--- src/rtl/pipeline_hazard_ctrl.sv ---
// Hazard/sequencing controller for the 5-stage non-forwarding pipeline:
// per-register pending-write scoreboard, memory port arbitration and STOP drain.
module pipeline_hazard_ctrl #(
  parameter int NREG  = 4,
  parameter int CNT_W = 8
) (
  input  logic             clock,
  input  logic             reset,
  input  logic [7:0]       id_instr,
  input  logic             id_valid,
  input  logic [7:0]       wb_instr,
  input  logic             wb_valid,
  input  logic             ex_mem_req,
  output logic             stall,
  output logic             bubble,
  output logic             fetch_en,
  output logic             mem_sel,
  output logic             halted,
  output logic [CNT_W-1:0] stall_cycles
);

  localparam int IDX_W = 2;

  localparam logic [3:0] OP_LOAD  = 4'b0000;
  localparam logic [3:0] OP_STOP  = 4'b0001;
  localparam logic [3:0] OP_STORE = 4'b0010;
  localparam logic [3:0] OP_ADD   = 4'b0100;
  localparam logic [3:0] OP_SUB   = 4'b0110;
  localparam logic [3:0] OP_ORI   = 4'b0111;
  localparam logic [3:0] OP_NAND  = 4'b1000;

  typedef enum logic [1:0] {RUN, DRAIN, HALT} state_t;

  function automatic logic has_dst(input logic [7:0] ins);
    case (ins[3:0])
      OP_LOAD, OP_ADD, OP_SUB, OP_NAND, OP_ORI: has_dst = 1'b1;
      default:                                  has_dst = 1'b0;
    endcase
  endfunction

  // ORI has an implicit k1 destination regardless of the ra field
  function automatic logic [IDX_W-1:0] dst_reg(input logic [7:0] ins);
    dst_reg = (ins[3:0] == OP_ORI) ? IDX_W'(1) : ins[7:6];
  endfunction

  function automatic logic [NREG-1:0] src_mask(input logic [7:0] ins);
    logic [NREG-1:0] m;
    m = '0;
    case (ins[3:0])
      OP_ADD, OP_SUB, OP_NAND, OP_STORE: begin
        m[ins[7:6]] = 1'b1;
        m[ins[5:4]] = 1'b1;
      end
      OP_LOAD: m[ins[5:4]] = 1'b1;
      OP_ORI:  m[1]        = 1'b1;
      default: m = '0;
    endcase
    return m;
  endfunction

  state_t                     state, state_nx;
  logic [NREG-1:0][IDX_W-1:0] pend;
  logic [NREG-1:0]            busy;
  logic                       run, hazard, stall_raw, issue;
  logic                       inc_any, dec_any;
  logic [IDX_W-1:0]           inc_idx, dec_idx;

  assign run       = (state == RUN);
  assign hazard    = id_valid & |(src_mask(id_instr) & busy);
  assign stall_raw = hazard | ~run | ex_mem_req;
  assign issue     = run & id_valid & ~stall_raw;

  assign inc_any = issue & has_dst(id_instr);
  assign inc_idx = dst_reg(id_instr);
  assign dec_any = wb_valid & has_dst(wb_instr);
  assign dec_idx = dst_reg(wb_instr);

  // One pending-write counter per architectural register
  for (genvar r = 0; r < NREG; r++) begin : g_reg
    logic inc, dec;
    assign inc     = inc_any & (inc_idx == IDX_W'(r));
    assign dec     = dec_any & (dec_idx == IDX_W'(r));
    assign busy[r] = |pend[r];

    always_ff @(posedge clock or negedge reset) begin
      if (!reset)           pend[r] <= '0;
      else if (inc && !dec) pend[r] <= pend[r] + 1'b1;
      else if (dec && !inc) pend[r] <= pend[r] - 1'b1;
    end
  end

  always_ff @(posedge clock or negedge reset) begin
    if (!reset) state <= RUN;
    else        state <= state_nx;
  end

  always_comb begin
    state_nx = state;
    case (state)
      RUN:     if (issue && id_instr[3:0] == OP_STOP) state_nx = DRAIN;
      DRAIN:   if (!(|busy) && !wb_valid)             state_nx = HALT;
      HALT:    state_nx = HALT;
      default: state_nx = RUN;
    endcase
  end

  always_ff @(posedge clock or negedge reset) begin
    if (!reset)                                  stall_cycles <= '0;
    else if (run && stall_raw && !(&stall_cycles)) stall_cycles <= stall_cycles + 1'b1;
  end

  // Combinational controls are held low while reset is asserted
  assign stall    = reset & stall_raw;
  assign bubble   = reset & (hazard | ~run);
  assign fetch_en = reset & run & ~stall_raw;
  assign mem_sel  = reset & ex_mem_req;
  assign halted   = (state == HALT);

endmodule

--- config.mk ---
export PLATFORM = sky130hd
export DESIGN_NAME = pipeline_hazard_ctrl
export DESIGN_NICKNAME = d
export VERILOG_FILES = /design/src/rtl/pipeline_hazard_ctrl.sv
export SDC_FILE = /design/constraint.sdc
export NUM_CORES = 1
export LEC_CHECK = 0
export ABC_AREA = 1
export CAP_MARGIN = 30
export CORE_ASPECT_RATIO = 0.75
export CORE_MARGIN = 2
export CORE_UTILIZATION = 46
export DETAILED_ROUTE_END_ITERATION = 8
export GPL_TIMING_DRIVEN = 0
export PLACE_DENSITY = 0.75
export REMOVE_ABC_BUFFERS = 1
export SLEW_MARGIN = 20
export SYNTH_ARGS = -nofsm -noshare
export SYNTH_HDL_FRONTEND = slang
export SYNTH_SLANG_ARGS = --single-unit
--- constraint.sdc ---
create_clock -name clock -period 4.1 [get_ports clock]
set_input_delay 0.82 -clock clock [delete_from_list [all_inputs] [get_ports clock]]
set_output_delay 0.82 -clock clock [all_outputs]
set_load 0.05 [all_outputs]
==> results of run 1 <==
sequential cells by signal (all words and copies together), names as in the netlist:
| signal | count |
|---|---|
| pend | 8 |
| stall_cycles | 8 |
| state | 2 |
cells by family (layout without fill, tap and decap cells):
| family | count (synthesis) | in the layout | share of synthesized area (%) |
|---|---|---|---|
| xor gates and xnor gates | 14 | 14 | 9.45 |
| adders and majority gates | 8 | 8 | 7.27 |
| buffers and inverters | 26 | 62 | 7.08 |
| DFF | 18 | 18 | 32.7 |
| AOI/OAI and AO/OA | 19 | 19 | 10.9 |
| and+or+nand+nor | 85 | 85 | 32.6 |
Yosys cell counts (all sizes together):
library cell	number
o21ai	6
dfrtp	18
nand2	39
o21bai	1
xnor2	11
xor2	3
inv	26
ha	8
a31oi	2
nand3	15
nor4	3
nand4	3
o22ai	1
a211oi	1
o21a	2
a21oi	6
nor3	3
nor2	18
nand3b	2
nor3b	2
power groups by stage:
stage / sequential (mW) / clock (mW) / combinational [mW]
floorplan: 0.416 / 0 / 0.364
global placement: 0.332 / 0 / 0.596
detailed placement: 0.340 / 0 / 0.622
CTS: 0.337 / 0.150 / 0.625
global route: 0.346 / 0.156 / 0.680
finish: 0.337 / 0.145 / 0.621
cell usage in the layout, fill, tap and decap left out, types with 2 or more instances in the layout:
cell / instances
sky130_fd_sc_hd__a21oi_1: 5
sky130_fd_sc_hd__clkbuf_8: 4
sky130_fd_sc_hd__clkdlybuf4s50_1: 31
sky130_fd_sc_hd__dfrtp_1: 18
sky130_fd_sc_hd__ha_1: 8
sky130_fd_sc_hd__inv_1: 23
sky130_fd_sc_hd__inv_2: 3
sky130_fd_sc_hd__nand2_1: 33
sky130_fd_sc_hd__nand2_2: 4
sky130_fd_sc_hd__nand2_4: 2
sky130_fd_sc_hd__nand3_1: 14
sky130_fd_sc_hd__nand3b_1: 2
sky130_fd_sc_hd__nand4_1: 2
sky130_fd_sc_hd__nor2_1: 10
sky130_fd_sc_hd__nor2_2: 7
sky130_fd_sc_hd__nor3_1: 3
sky130_fd_sc_hd__nor3b_1: 2
sky130_fd_sc_hd__nor4_1: 3
sky130_fd_sc_hd__o21a_1: 2
sky130_fd_sc_hd__o21ai_0: 4
sky130_fd_sc_hd__xnor2_1: 11
sky130_fd_sc_hd__xor2_1: 2
area by class of cell:
class,count,share of cell area [%]
flip-flops and latches,18,25.0
multi-input cells,126,46.0
well taps,38,2.64
clock buffers,4,3.06
inverters,26,5.42
repair buffers,32,17.8
how the worst max path moves through the flow:
stage	slack, ns	startpoint	end
floorplan	1.06	id_instr[2]	stall
global placement	0.21	reset	stall
detailed placement	0.15	reset	stall
CTS	0.15	reset	stall
global route	0.05	id_instr[1]	fetch_en
finish	0.16	id_instr[1]	fetch_en
layer usage:
| layer | wire length, microns | vias to the layer above | track usage [%] | part of all wire, % |
|---|---|---|---|---|
| li1 | - | 626 | - | - |
| met1 | 1440 | 564 | 24.5 | 46 |
| met2 | 1480 | 34 | 35.5 | 47 |
| met3 | 166 | 9 | 3.52 | 5.3 |
| met4 | 72 | 0 | 8.16 | 2.3 |
| met5 | 0 | - | 0 | 0 |
per-stage QoR:
step                cells  power (mW)  hold WS (ns)  utilization [%]
finish                244        1.10         0.494             62.3
global route          244        1.18         0.504             62.3
CTS                   243        1.11         0.496             61.9
detailed placement    239       0.962         0.482             60.0
global placement      239       0.928         0.480             60.0
floorplan             170       0.780         0.466                -
critical path: stages:
cell	delay, ns
sky130_fd_sc_hd__clkdlybuf4s50_1	0.56
sky130_fd_sc_hd__inv_1	0.07
sky130_fd_sc_hd__nand2_1	0.07
sky130_fd_sc_hd__nand2_2	0.06
sky130_fd_sc_hd__nand2_2	0.08
sky130_fd_sc_hd__nor2_2	0.04
sky130_fd_sc_hd__nand2_2	0.07
sky130_fd_sc_hd__nand2_4	0.07
sky130_fd_sc_hd__o21ai_4	0.19
sky130_fd_sc_hd__nand3_4	0.16
sky130_fd_sc_hd__nor2_1	0.12
sky130_fd_sc_hd__clkdlybuf4s50_1	0.80
==> results by stage, run 1 <==
Clock tree:
- The clock slew at the register clock pins of the worst setup and hold paths is 0.07 ns.
- CTS built an H-tree with a depth of 1.
- The total clock sinks is 18.
- The buffer type at the clock tree root is sky130_fd_sc_hd__clkbuf_8.
- Gates resized during post-CTS repair numbered 0.
- The number of buffers added by the clock tree synthesis step is 3.
- No sink is reached through more buffers than the 2 on the longest clock path.
- The number of setup buffers added after CTS is 0.
- The number of hold buffers added after CTS is 0.
- For the worst-skew pair, the clock arrives at the later sink with an insertion delay of 0.25 ns.
- The CTS tree is built.

Run:
- The total of max-cap violations is 0.

Setup path:
- STA classifies the critical path endpoint as an output port.
- The sort of element at the start of the critical path is an input port.
- The endpoint of the worst register-to-register path is pend[5].
- The worst setup path is of the in -> out kind.
- STA puts the critical path data required time at 3.28 ns.
- In this run the worst path has a maximum fanout of 8.
- The worst setup slack for register-to-register paths is 1.74 ns.
- The startpoint of the lowest-slack register-to-register path is pend[3].
- The arrival time reported for the critical path endpoint is 3.12 ns.
- The number of cells on the worst reg-to-reg path is 13.

STA:
- The worst path meets setup with 0.163 ns of slack.
- The final worst clock skew is 0.00207 ns.
- Static timing analysis puts the maximum clock frequency at 254 MHz.
- The total count of hold-check failures in the final report is 0.
- The transition time of the tightest slew-check pin is 0.504 ns.
- The minimum clock period is 3.94 ns.
- The number of max-slew violations in the final report is 0.
- Setup violations remaining at the end of the flow were counted as 0.
- Setup total negative slack on the finished layout was measured at 0 ns.
- The worst path uses 96.0% of the clock period.
- The worst relative slew slack is 66.3%.
- Setup repair after global routing left no endpoint under its margin.

Yosys:
- The count of cell types in the netlist is 32.
- The area share of the largest cell type after synthesis is 32.7%.
- The post-synthesis cell type with the largest combined area is sky130_fd_sc_hd__dfrtp_1.
- The number of warnings issued by yosys is 0.
- Synthesis handed over a netlist of 170 instances.
- The register area share after synthesis is 32.7%.
- After synthesis the netlist holds a flip-flop and latch count of 18.
- The post-synthesis instance area is 1380 sq um.
- The average footprint of a synthesized cell is 8.10 sq um.
- After synthesis, the cell types taking the most area are sky130_fd_sc_hd__dfrtp_1, sky130_fd_sc_hd__nand2_1, sky130_fd_sc_hd__ha_1, sky130_fd_sc_hd__xnor2_1, sky130_fd_sc_hd__inv_1.

Power and ir drop:
- The clock network fraction of total power is 13.1%.
- In this run, flip-flops and latches consume 30.5% of the power.
- The switching power summed over all nets is 0.526 mW.
- The internal power component is 0.576 mW.
- The static power due to leakage is 0.821 nW.
- In this run switching power makes up 47.7% of total power.
- Power spread over the standard cell area amounts to 612 nW/um^2.
- The fraction of power consumed by combinational cells is 56.3%.
- The peak ir drop on the vdd network is 0.000438 V.

Cells and area:
- The fraction of layout cells with a size suffix above 1 is 14.1%.
- The filler cells instantiated in the layout total 281.
- The area of the multi-input gates is 830 sq um.
- Relative to the synthesized area, the layout overhead comes to 30.8%.
- 0 antenna diodes ended up in the layout.
- Summing all flip-flop and latch instances after layout gives 450 sq um.
- With fillers left out, the area of the finished cells amounts to 1800 sq um.
- After the last flow step, the layout net total stands at 236.

Worst hold path:
- The critical hold path startpoint is stall_cycles[4].
- Counting instances, the worst hold path has a depth of 1.
- The worst hold endpoint is stall_cycles[4].
- The min-delay analysis places its worst path in the category reg -> reg.

Placement:
- The worst slack after detailed placement is 0.153 ns.
- The number of buffers added on ports is 31.
- The congestion estimate from routability-driven global placement came to 0.811.
- Summed over all nets, the half-perimeter wirelength after detailed placement is 2510 microns.
- The cell area after placement is 1740 sq um.

Global route:
- The global-route wire length before repair is 5210 microns.
- Entering global routing, the biggest net connects 21 pins.
- The number of antenna violations at the first check in global routing is 0.
- The sum of overflow across all layers after global routing is 0.
- In the global route stage, overall resource usage came out at 20.2%.
- The number of global-route vias before repair is 1232.

Route:
- In the routed layout, each cell is associated on average with a via count of 5.05.
- Summed over all layers, the routed wires come to 3150 microns.
- The count of nets left with antenna violations once routing finished came out at 0.
- The routed length per instance is 12.9 microns.
- The first-pass detailed-route iteration total is 6.
- The starting DRC count in detailed routing is 42.
- The total number of vias is 1233.
- The residual DRC count is 0.

Die:
- The region available for standard cell placement spans 2890 sq um.
- The initialized floorplan defines 17 standard-cell rows.
- The I/O pin count is 34.
- In this run the horizontal extent of the chip is 67.2 microns.
- The vertical die dimension is 51.4 microns.
- The starting utilization of the core area is 47.6%.
- The floorplan step defined a die boundary enclosing 3450 sq um.

Run status:
- The flow ran to the end, and the final reports show no timing, DRC or antenna violations.
(Power assumes the default switching activity.)
==> run 2, diff against run 1 <==
--- a/config.mk
+++ b/config.mk
@@ -7,12 +7,11 @@
 export LEC_CHECK = 0
 export ABC_AREA = 1
 export CAP_MARGIN = 30
-export CORE_ASPECT_RATIO = 0.75
 export CORE_MARGIN = 2
 export CORE_UTILIZATION = 46
 export DETAILED_ROUTE_END_ITERATION = 8
+export DONT_BUFFER_PORTS = 1
 export GPL_TIMING_DRIVEN = 0
-export PLACE_DENSITY = 0.75
 export REMOVE_ABC_BUFFERS = 1
 export SLEW_MARGIN = 20
 export SYNTH_ARGS = -nofsm -noshare
==> constraint.sdc (replaced) <==
create_clock -name clock -period 4.8 [get_ports clock]
set_input_delay 0.96 -clock clock [delete_from_list [all_inputs] [get_ports clock]]
set_output_delay 0.96 -clock clock [all_outputs]
set_load 0.05 [all_outputs]
==> run 2 against run 1 <==
The flow now finishes with violations (design-rule violations). Power shrank 25%. Die area shrank 0.12%. Combinational power shrank 41%. Non-clock buffer count shrank 30. Final area shrank 19%. Worst setup slack gained 1.2 ns. Final cell count shrank 15%. Core utilization shrank 10 points. Flip-flop and latch count is the same. Routed wire length shrank 18%. Sequential power grew 8.9%. Critical path depth shrank 3. Largest power group is now registers.
==> results by stage, run 2 (same netlist as run 1, synthesis figures left out) <==
STA:
- The number of max-slew violations in the final report is 0.
- The routed design could run at a clock period as short as 3.42 ns.
- In this run the tightest slew margin relative to its limit is 40.8%.
- The clock arrives with 0.00396 ns of skew.
- Derived from the worst setup path, the maximum achievable clock frequency is 292 MHz.
- Setup repair after global routing left no endpoint under its margin.
- The final count of negative-setup-slack endpoints is 0.
- The total count of hold-check failures in the final report was 0.
- The post-route worst hold slack is 0.356 ns.
- Of the available clock period, the critical path in the final layout requires 71.3%.
- At the pin with the least slew margin, the transition time is 0.884 ns.
- The final setup slack of the worst path is 1.38 ns.
- Adding up every negative setup slack in the final design gives 0 ns.

Global route:
- For met3 alone, demand over resource in global routing was 4.40%.
- The met1 demand-to-capacity share in global routing is 21.3%.
- Entering global routing, the biggest net connects 21 pins.
- The most used routing layer is met2.
- Global routing used 16.5% of the available tracks.
- The first global-routing pass estimated 4480 microns of wire.
- The number of antenna violations at the first check in global routing is 0.
- The number of global-route vias before repair is 1106.
- The sum of overflow across all layers after global routing is 0.
- Global routing consumed, on the met2 layer, 27.5% of the routing resources.

Cells and area:
- Leaving out fill and tap cells, the most frequent cells in the layout are sky130_fd_sc_hd__nand2_1, sky130_fd_sc_hd__inv_1, sky130_fd_sc_hd__dfrtp_1.
- In the final layout, the registers with the most flip-flops are pend: 8 flops, stall_cycles: 8 flops, state: 2 flops.
- Cells fill 52.3% of the core in the end.
- From synthesis to final layout, the design area changed by 6.54%.
- The repair_antennas step left the layout with diodes totalling 0.
- After the last flow step, the layout net total stands at 206.
- Leaving out fill and tap cells, the most frequent cell in the layout is sky130_fd_sc_hd__nand2_1.
- Of the cells placed in the final design, the portion with a size suffix greater than 1 is 17.0%.

Route:
- The first detailed-routing pass took 6 iterations.
- The via count normalized by instance count is 5.31.
- The residual DRC count is 2.
- For this block, the initial DRC count from the detailed router was 51.
- After detailed routing, the average wire length per cell comes to 12.6 microns.
- The routed design has 2600 microns of wire.
- Across all layers, the routed design uses 1100 vias.
- In this run the remaining antenna-violating nets after routing total 0.

Clock tree:
- TritonCTS created 3 clock buffers.
- The post-CTS setup-driven buffer insertion count is 0.
- CTS placed an instance of sky130_fd_sc_hd__clkbuf_4 at the clock tree root.
- The number of hold buffers added after CTS is 0.
- For the worst-skew pair, the clock arrives at the later sink with an insertion delay of 0.28 ns.
- The maximum level of the CTS H-tree is 1.
- The clock passes through at most 2 buffers.
- The total clock sinks is 18.
- TritonCTS built the clock tree.
- The clock slew at the register clock pins of the worst setup and hold paths is 0.10 ns.
- The number of resized instances in the post-cts repair step is 0.

Die:
- The die area is 3450 sq um.
- The initial utilization of the core area, before any placement, comes to 49.1%.
- Measured along the y axis, the die boundary spans 58.7 microns.
- The total core area is 2810 sq um.
- In this run the core area contains 19 standard-cell rows.
- The chip width is 58.7 microns.
- The I/O pin count is 34.

Placement:
- Buffers placed on the I/O ports in this run total 0.
- The half-perimeter wire length after placement is 2120 microns.
- At the end of routability-driven placement, the weighted congestion stood at 0.879.
- The worst slack after detailed placement is 1.37 ns.

Setup path:
- STA puts the critical path data arrival time at 2.46 ns.
- The largest fanout of any net on the critical path is 8.
- The sort of element at the start of the critical path is an input port.
- The setup path with the least slack is of type in -> out.
- STA classifies the critical path endpoint as an output port.
- At the worst endpoint, the required time is 3.84 ns.

Power and ir drop:
- For this design the ratio of total power to cell area is 561 nW/um^2.
- The sum of internal, switching and leakage power is 0.823 mW.
- The worst-case IR drop observed on VDD is 0.000325 V.
- Summed over all cells, the static leakage comes to 0.699 nW.

Run:
- The tool flagged a number of max-cap violations equal to 0.

Run status:
- The run finished, with violations left.
- The final reports fail on design-rule violations.

Worst hold path:
- The path class of the tightest hold or removal check is in -> async.
[run 2: metrics by stage]
stage | area (sq um) | std cells
after floorplan | 1380 | 170
after global placement | 1420 | 201
after detailed placement | 1420 | 202
after CTS | 1460 | 206
after global routing | 1470 | 207
final | 1470 | 207
[run 2: worst paths after layout]
kind	startpoint	to	slack (ns)	cells past startpoint
setup / recovery	id_instr[1]	fetch_en	1.38	9
hold / removal	reset	stall_cycles[2]	0.36	0
setup reg to reg	pend[3]	pend[3]	2.58	13
hold reg to reg	pend[7]	pend[7]	0.50	1
max in group asynchronous	reset	pend[2]	4.37	0
min in group clock	pend[7]	pend[7]	0.50	1
[run 2: cell type report]
cell class              instances  area, sq um
flip-flops and latches         18          450
repair buffers                  2         15.0
well taps                      31         38.8
inverters                      26         97.6
fillers                       257         1340
multi-input cells             126          830
clock buffers                   4         36.3
[run 2: metal layers]
metal	share of wire (%)	vias up
met4	0.58	0
met1	47	514
met2	46	21
li1	-	563
met5	0	-
met3	6.0	2
[run 2: worst max-delay path, stage by stage]
cell,delay [ns]
sky130_fd_sc_hd__nor2_2,0.11
sky130_fd_sc_hd__nand2_1,0.09
sky130_fd_sc_hd__inv_2,0.07
sky130_fd_sc_hd__nor2_2,0.04
sky130_fd_sc_hd__nand2_2,0.07
sky130_fd_sc_hd__nand2_4,0.07
sky130_fd_sc_hd__o21ai_4,0.19
sky130_fd_sc_hd__nand3_4,0.16
sky130_fd_sc_hd__nor2_1,0.71
[run 2: where the power goes]
group          switching [mW]  leakage [nW]  internal, mW
sequential              0.150         0.223         0.216
clock                  0.0454        0.0210        0.0461
combinational           0.223         0.455         0.142
total                   0.418         0.699         0.405
==> run 3, diff against run 2 <==
==> constraint.sdc (replaced) <==
create_clock -name clock -period 3.11 [get_ports clock]
set_input_delay 0.622 -clock clock [delete_from_list [all_inputs] [get_ports clock]]
set_output_delay 0.622 -clock clock [all_outputs]
set_load 0.05 [all_outputs]
==> run 3 against run 2 <==
Critical path depth is the same. The run still ends with design-rule violations left. Final area grew 0.68%. Worst setup slack lost 1.2 ns. First-iteration DRC count grew 12%. Sequential share of layout area shrank 0.21 points. Sequential power grew 54%. Global-route usage is the same. Largest power group is now combinational cells. Routed wire length grew 2.9%. Clock power grew 56%. Final cell count grew 0.48%. Flip-flop and latch count is the same.
==> results by stage, run 3 (same netlist as run 1, synthesis figures left out) <==
Clock tree:
- In this run the deepest clock path goes through 2 buffers.
- The number of resized instances in the post-cts repair step is 0.
- The tree built by TritonCTS fans out to 18 sinks.
- Clock tree synthesis inserted a total of 3 buffers.
- The tree is rooted in a sky130_fd_sc_hd__clkbuf_4.
- The maximum level of the CTS H-tree is 1.
- The CTS tree is built.
- After clock tree synthesis, the clock-pin slew on the worst setup and hold paths is 0.10 ns.
- The clock latency on the worst-skew pair is 0.29 ns.

Die:
- The floorplan step set the die width to 58.7 microns.
- The die area is 3450 sq um.
- The floorplan has 19 rows.
- The vertical die dimension is 58.7 microns.
- The I/O pin count is 34.
- The floorplan step defined a core boundary enclosing 2810 sq um.
- Once the floorplan was initialized, standard cells occupied 49.1% of the core.

Global route:
- The number of antenna violations at the first check in global routing was 0.
- Global routing finished with a remaining overflow of 0.
- The global router's overall resource usage is 16.5%.
- The global-route wire length before repair is 4480 microns.
- The number of global-route vias before repair was 1106.
- Entering global routing, the biggest net connects 21 pins.

Setup path:
- The worst stage delay on the critical path is 0.71 ns.
- Of all nets on the critical path, the largest fanout is 8.
- The worst setup path is launched from a flop.
- Walking the worst path, the cells encountered are nor2_2 -> nand2_1 -> nand3b_1 -> nand2_1 -> nand2_2 -> nand2_4 -> o21ai_4 -> nand3_4 -> nor2_1.
- The origin of the worst setup path is pend[3].
- The startpoint of the lowest-slack register-to-register path is pend[3].
- The slowest stage cell on the critical path is sky130_fd_sc_hd__nor2_1.
- The capturing element type of the critical path is an output port.
- Data on the critical path is required at its endpoint by 2.49 ns.
- The worst setup path is of the reg -> out kind.
- Data on the critical path arrives at its endpoint at 2.30 ns.
- The most numerous cell type found on the critical path is sky130_fd_sc_hd__nand2_1.

Route:
- The routed length per instance is 12.9 microns.
- The total number of vias is 1102.
- The starting DRC count in detailed routing is 57.
- For this block, wires on met1 add up to 1290 microns.
- The routed length on met2 is 1210 microns.
- The number of nets still failing antenna checks after routing is 0.
- The highest routing layer actually used is met4.
- The detailed-route wire length is 2670 microns.
- The first-pass detailed-route iteration total is 6.
- Using the TritonRoute via totals, the vias-per-cell ratio works out to 5.30.
- The residual DRC count is 2.
- The routed length on met3 is 159 microns.

STA:
- In the finished design, the share of the clock period the worst path needs comes to 94.0%.
- The number of max-slew violations in the final report is 0.
- For this run, the top clock speed supported by timing is 342 MHz.
- The transition time of the tightest slew-check pin is 0.884 ns.
- The worst relative slew slack is 40.8%.
- The final worst clock skew is 0.00679 ns.
- Setup repair after global routing left no endpoint under its margin.
- The final count of negative-setup-slack endpoints is 0.
- The minimum clock period is 2.92 ns.
- The total count of hold-check failures in the final report came to 0.
- In the final timing run, aggregate negative setup slack is 0 ns.

Cells and area:
- The number of antenna diodes in the final layout is 0.
- At the end of the flow, the number of nets in the layout was 207.
- The area used by sequential logic in the layout is 450 sq um.
- In the layout the commonest cells are sky130_fd_sc_hd__nand2_1, sky130_fd_sc_hd__inv_1, sky130_fd_sc_hd__dfrtp_1.
- The fill cell instance count of the final layout is 256.
- In the final layout, the registers with the most flip-flops are pend: 8 flops, stall_cycles: 8 flops, state: 2 flops.
- Once layout is complete, the utilization of the core stands at 52.7%.
- The library cell used most frequently in the layout, excluding fill and tap cells, is sky130_fd_sc_hd__nand2_1.
- The area growth from synthesis to layout is 7.27%.
- The area of the multi-input gates is 830 sq um.
- Of the cells placed in the final design, the portion with a size suffix greater than 1 is 16.9%.

Power and ir drop:
- The analysis attributes to cell leakage a power of 0.703 nW.
- The sum of internal, switching and leakage power is 1.28 mW.
- Across the VDD grid, the largest voltage drop is 0.000503 V.
- The power density over the cells is 865 nW/um^2.

Worst hold path:
- The startpoint identified for the worst hold timing path is pend[7].
- The path class of the tightest hold or removal check is reg -> reg.

Run status:
- The flow ran to the end, but the final reports show violations.
- The checks that failed: design-rule violations.

Placement:
- The half-perimeter wire length after placement is 2120 microns.
- The number of buffers added on ports is 0.
- The routability congestion estimate is 0.879.

Run:
- The tool flagged a number of max-cap violations equal to 0.
[run 3: changes by cell type in the layout (fill, tap and decap cells not counted)]
cell / change
sky130_fd_sc_hd__dlygate4sd3_1: +1
[run 3: path summary, 6_finish.rpt]
kind	to	slack, ns	cells after the start
max	fetch_en	0.19	9
min in group asynchronous	stall_cycles[2]	0.87	1
max in group asynchronous	pend[2]	1.73	1
min reg2reg	pend[7]	0.50	1
min	pend[7]	0.50	1
max reg2reg	pend[3]	0.89	13
[run 3: critical path: cells and delay by family (launching register included)]
kind,cells,cell delay (ns)
AO/OA/AOI/OAI,1,0.19
AND/OR/NAND/NOR,8,1.41
flip-flops,1,0.42
[run 3: final cells by class]
class / instances / area share, %
clock buffers: 4 / 2.46
inverters: 26 / 6.60
multi-input cells: 126 / 56.1
well taps: 31 / 2.62
flip-flops and latches: 18 / 30.5
repair buffers: 3 / 1.69
[run 3: power by group]
group / internal (mW) / switching (mW)
Clock: 0.0711 / 0.0717
Combinational: 0.220 / 0.348
Sequential: 0.334 / 0.233
Total: 0.625 / 0.652
[run 3: repair_timing]
action                                 CTS  global route
endpoints found under the hold margin    0            18
hold buffers                             0             1
buffers inserted                         0             0
[run 3: metal layers]
layer	vias up	track usage (%)
li1	565	-
met1	513	21.3
met5	-	0
met3	2	4.40
met2	22	27.5
met4	0	3.90
[run 3: through the flow]
| stage | hold WS (ns) | setup WS (ns) | cell area, sq um | std cells |
|---|---|---|---|---|
| final | 0.502 | 0.186 | 1480 | 208 |
| after global routing | 0.525 | 0.00643 | 1480 | 208 |
| after CTS | 0.00720 | 0.148 | 1460 | 206 |
| after detailed placement | 0.327 | 0.360 | 1420 | 202 |
| after global placement | 0.327 | 0.376 | 1420 | 201 |
| after floorplan | 0.326 | 0.470 | 1380 | 170 |
==> variant 1 (flow settings as in run 3) <==
Encoding of `state_t`: now one-hot (3 bits for 3 states).
--- a/src/rtl/pipeline_hazard_ctrl.sv
+++ b/src/rtl/pipeline_hazard_ctrl.sv
@@ -29,7 +29,7 @@
   localparam logic [3:0] OP_ORI   = 4'b0111;
   localparam logic [3:0] OP_NAND  = 4'b1000;
 
-  typedef enum logic [1:0] {RUN, DRAIN, HALT} state_t;
+  typedef enum logic [2:0] {RUN = 3'b001, DRAIN = 3'b010, HALT = 3'b100} state_t;
 
   function automatic logic has_dst(input logic [7:0] ins);
     case (ins[3:0])
Formal check against the unedited RTL: no difference found for any inputs over 4 cycles, from zero or initial values and one cycle with reset low; so few cycles prove little.
==> variant 1 against run 3 <==
  * First-iteration DRC count is 18% lower
  * Cell area is 1.9% higher
  * Sequential power is 1% lower
  * Synthesized area is 1.7% higher
  * Highest routed layer unchanged
  * Sequential cell count is 1 higher
  * Routed wire length is 8.0% higher
  * Via count is 8.8% higher
  * Total power is 17% lower
  * Critical path type is now input port to output port
  * Core utilization is 2.1 points lower
  * Worst setup slack better by 170 ps
==> variant 1: results (changes against run 3) <==
- Largest net degree at the start of global routing: 19 (-9.5%)
- Total GRT Usage: 17.9% (+1.4 points)
- CP endpoint: bubble
- Static Leak: 0.759 nW (+8.0%)
- Crit. Startpoint: id_instr[2]
- Peak VDD IR: 0.490 mV (-2.7%)
- Worst-path maximum fanout: 3 (-5)
- Avg Synthesized Cell Area: 7.62 sq um (-6.0%)
- Slew headroom: 31.2% (-9.6 points)
- Post-Layout Cell Count: 225 (+8.2%)
- Netlist cell types: 31 (-3.1%)
- Filler cells: 302 (+18%)
- Crit path DAT: 2130 ps (-170 ps)
- First-pass GRT wire length: 4770 um (+6.6%)
- Worst hold path class: input port to asynchronous set/reset pin
- Worst hold slack: 155 ps (-347 ps)
- Setup Skew: 1.48 ps (-5.30 ps)
- Routed vias: 1199 (+8.8%)
- R2R Path End: pend[1]
- First-iteration detailed-routing DRC count: 47 (-18%)
- Slowest CP cell: a21oi_1
- Status: complete, no violations
- Layout cells sized above 1: 14.6% (-2.4 points)
- Sequential-to-total area share from yosys stat: 34.0% (+1.3 points)
- Vias in the first global route: 1107 (+0.090%)
- Commonest cells post-synth: nand2_1 (39), inv_1 (27), dfrtp_1 (18), nand3_1 (16), nor2_1 (15)
- Share of Yosys cell area claimed by the top area cell type: 32.1% (-0.55 points)
- CP peak stage delay: 800 ps (+90 ps)
- Placed cells: 220 (+8.9%)
- Slack of the worst reg-to-reg path: 840 ps (-50 ps)
- GPL Wtd Cong: 0.711 (-19%)
- Detailed placement HPWL: 2350 um (+11%)
- First-pass iteration count of the detailed router: 4 (-2)
- Largest regs: pend (8), stall_cycles (8), state (3)
- Ys async rst share: 100% (unchanged)
- Area after DPL: 1470 sq um (+3.0%)
- Post-layout minimum cycle time: 2750 ps (-169 ps)
- Synth area leaders: dfrtp_1 (32%), nand2_1 (10%), inv_1 (7.2%), nand3_1 (5.7%), xnor2_1 (5.0%)
- Clock Latency Late Sink: 290 ps (about the same)
- Avg WL per Cell: 12.8 um (-0.19%)
- Dpl ws: 311 ps (-49.2 ps)
## variant 1: cell types whose count changed after synthesis, moves of 3 or more
cell / run 3 / this run
nor4_1: 3 / 0
nand2_1: 33 / 39
nor2_1: 10 / 15
xor2_1: 2 / 6
nor3_1: 3 / 7
xnor2_1: 11 / 8
inv_1: 23 / 27
ha_1: 8 / 5
## variant 1: layer usage
layer | track usage (%) | share of wire (%) | vias up
li1 | - | - | 610
met5 | 0 | 0 | -
met1 | 23.1 | 44 | 571
met4 | 4.87 | 0.59 | 0
met2 | 30.5 | 53 | 16
met3 | 3.28 | 3.0 | 2
## variant 1: kinds of logic (layout without fill, tap and decap cells)
family                   after synthesis  after routing  share of synthesized area (%)
XOR/XNOR                              14             14                           8.75
AO/OA/AOI/OAI                         20             20                           9.91
buffers and inverters                 28             36                           7.50
flip-flops                            19             19                           34.0
adder cells (fa/ha/maj)                5              5                           4.46
AND/OR/NAND/NOR                       98             98                           35.4
## variant 1: final cells by class
class / count / area (sq um) / area share (%)
clock buffers: 4 / 26.3 / 1.75
inverters: 28 / 105 / 6.98
multi-input cells: 137 / 827 / 54.9
flip-flops and latches: 19 / 477 / 31.7
well taps: 33 / 41.3 / 2.74
repair buffers: 4 / 28.8 / 1.91
## variant 1: critical path, delay by kind of cell
kind | cells | cell delay [ps]
AOI/OAI and AO/OA | 3 | 1220
and+or+nand+nor | 2 | 250
buffers and inverters | 1 | 30
## variant 1: what timing repair did
item,in CTS,in global routing
resized for setup,0,1
hold buffers,1,0
endpoints found under the hold margin,18,0
endpoints found under the setup margin,0,1
## variant 1: power by group
group | internal [mW] | switching [mW]
clock | 0.0499 | 0.0749
combinational | 0.154 | 0.229
sequential | 0.337 | 0.222
total | 0.541 | 0.526
==> variant 2 (config.mk and constraints of run 3) <==
Made on the original files. The parameter `NREG` goes from 4 to 5.
--- a/src/rtl/pipeline_hazard_ctrl.sv
+++ b/src/rtl/pipeline_hazard_ctrl.sv
@@ -1,7 +1,7 @@
 // Hazard/sequencing controller for the 5-stage non-forwarding pipeline:
 // per-register pending-write scoreboard, memory port arbitration and STOP drain.
 module pipeline_hazard_ctrl #(
-  parameter int NREG  = 4,
+  parameter int NREG  = 5,
   parameter int CNT_W = 8
 ) (
   input  logic             clock,
Check against the original RTL: no difference found for any inputs over 4 cycles, from zero or initial values and one cycle with reset low; that may be too few to reach the edited logic, so the function may still have changed.
==> variant 2 against run 3 <==
  * Total power increased by 11%
  * Cell area is 6.4% higher
  * Critical path type unchanged
  * Sequential cell count rose by 2
  * Final cell count increased by 10%
  * Non-clock buffer count unchanged
  * Routed wire length rose by 8.5%
  * Synthesized area rose by 5.3%
  * Worst hold slack worse by 20 ps
  * Worst setup slack gained 170 ps
  * Critical endpoint unchanged
==> variant 2: results (changes against run 3) <==
- GPL Wtd Cong: 0.789 (-10%)
- Hold Startpoint: pend[9]
- Largest net degree at the start of global routing: 21 (unchanged)
- Largest regs: pend (10), stall_cycles (8), state (2)
- First-iteration detailed-routing DRC count: 20 (-65%)
- Reg-to-Reg Start: pend[7]
- Status: complete, no violations
- Vias in the first global route: 1140 (+3.1%)
- Worst hold path class: flip-flop to flip-flop
- Peak VDD IR: 0.484 mV (-3.9%)
- Clock Latency Late Sink: 300 ps
- Synth area leaders: dfrtp_1 (35%), nand2_1 (8.3%), xnor2_1 (7.9%), ha_1 (6.9%), inv_1 (6.5%)
- Primary FF master, synth: dfrtp_1
- Detailed placement HPWL: 2380 um (+12%)
- Total GRT Usage: 17.6% (+1.1 points)
- Sequential-to-total area share from yosys stat: 34.5% (+1.8 points)
- Clock Path Buffers: 2 (unchanged)
- Static Leak: 0.742 nW (+5.5%)
- Worst hold slack: 482 ps (-20.3 ps)
- Avg WL per Cell: 12.7 um (-1.5%)
- Sw Share: 51.9% (+0.83 points)
- Commonest cells post-synth: nand2_1 (32), inv_1 (25), dfrtp_1 (20), nand3_1 (15), xnor2_1 (13)
- Avg Synthesized Cell Area: 8.15 sq um (+0.54%)
- Via-per-instance ratio: 4.98 (-6.0%)
- Clk root buf: clkbuf_4
- Hold Path Stages: 1 (unchanged)
- Post-Layout Cell Count: 229 (+10%)
- Final net count: 215 (+3.9%)
- Slew headroom: 30.8% (-10 points)
- Slack of the worst reg-to-reg path: 750 ps (-140 ps)
- Crit path DAT: 2130 ps (-170 ps)
- Clk slew on worst S/H paths: 120 ps (+20 ps)
- First-pass iteration count of the detailed router: 4 (-2)
- Dpl ws: 284 ps (-75.9 ps)
- # diodes: 0 (unchanged)
- Netlist cell types: 31 (-3.1%)
- Area after DPL: 1510 sq um (+6.2%)
- Layout cells sized above 1: 16.2% (-0.73 points)
- First-pass GRT wire length: 4750 um (+6.0%)
- Hold Path Sink: pend[9]
- Cells on worst reg2reg path: 13 (unchanged)
- Number of antenna violations at the first check in global routing: 0 (unchanged)
- Setup Skew: 7.29 ps (+0.504 ps)
- R2R Path End: pend[1]
-- variant 2: worst max-delay path by stage --
stage                     depth (start not counted)   startpoint  endpoint  slack (ps)
after floorplan                                   9  id_instr[1]  fetch_en         430
after global placement                            9  id_instr[1]  fetch_en         350
after detailed placement                          9  id_instr[1]  fetch_en         280
after CTS                                         9      pend[7]  fetch_en          90
after global routing                              9      pend[7]  fetch_en         230
final                                             9      pend[7]  fetch_en         350
-- variant 2: cell families after synthesis --
logic type                 count (synthesis)  share of synthesized area, %
xor gates and xnor gates                  16                          9.66
DFF                                       20                          34.5
adders and majority gates                  8                          6.90
AOI/OAI and AO/OA                         20                          10.2
buffers and inverters                     28                          7.25
and+or+nand+nor                           86                          31.5
-- variant 2: cell type report --
type | count | area, sq um
sequential | 20 | 500
inverter | 28 | 105
tap | 44 | 55.1
fill | 299 | 1460
clock buffer | 4 | 36.3
timing repair buffer | 3 | 28.8
multi-input combinational | 130 | 847
-- variant 2: timing repair --
action	CTS	global route
hold buffers	1	0
gates resized for setup	0	1
hold endpoints to repair	20	0
endpoints found under the setup margin	0	1
setup buffers	0	0
-- variant 2: worst max-delay path, stage by stage (launching register included) --
cell	delay, ps
dfrtp_1	420
nor2_2	190
nand2_1	80
nand3_1	90
nand2_1	70
nand2_2	80
nand2_4	60
o21ai_4	180
nand3_4	170
nor2_2	490
-- variant 2: routing by layer --
layer  global-route usage (%)  vias up  wire length (um)
met5                        0        -                 0
met4                     4.76        0                19
met3                     4.98        2               181
met2                     31.2       23              1380
met1                     20.4      519              1320
li1                         -      596                 -
-- variant 2: power by group through the flow --
stage          clock, mW  sequential, mW  combinational (mW)
6_report           0.151           0.678               0.591
5_1_grt            0.168           0.698               0.658
4_1_cts            0.160           0.680               0.596
3_5_place_dp           0           0.686               0.586
3_3_place_gp           0           0.679               0.559
2_1_floorplan          0           0.655               0.501
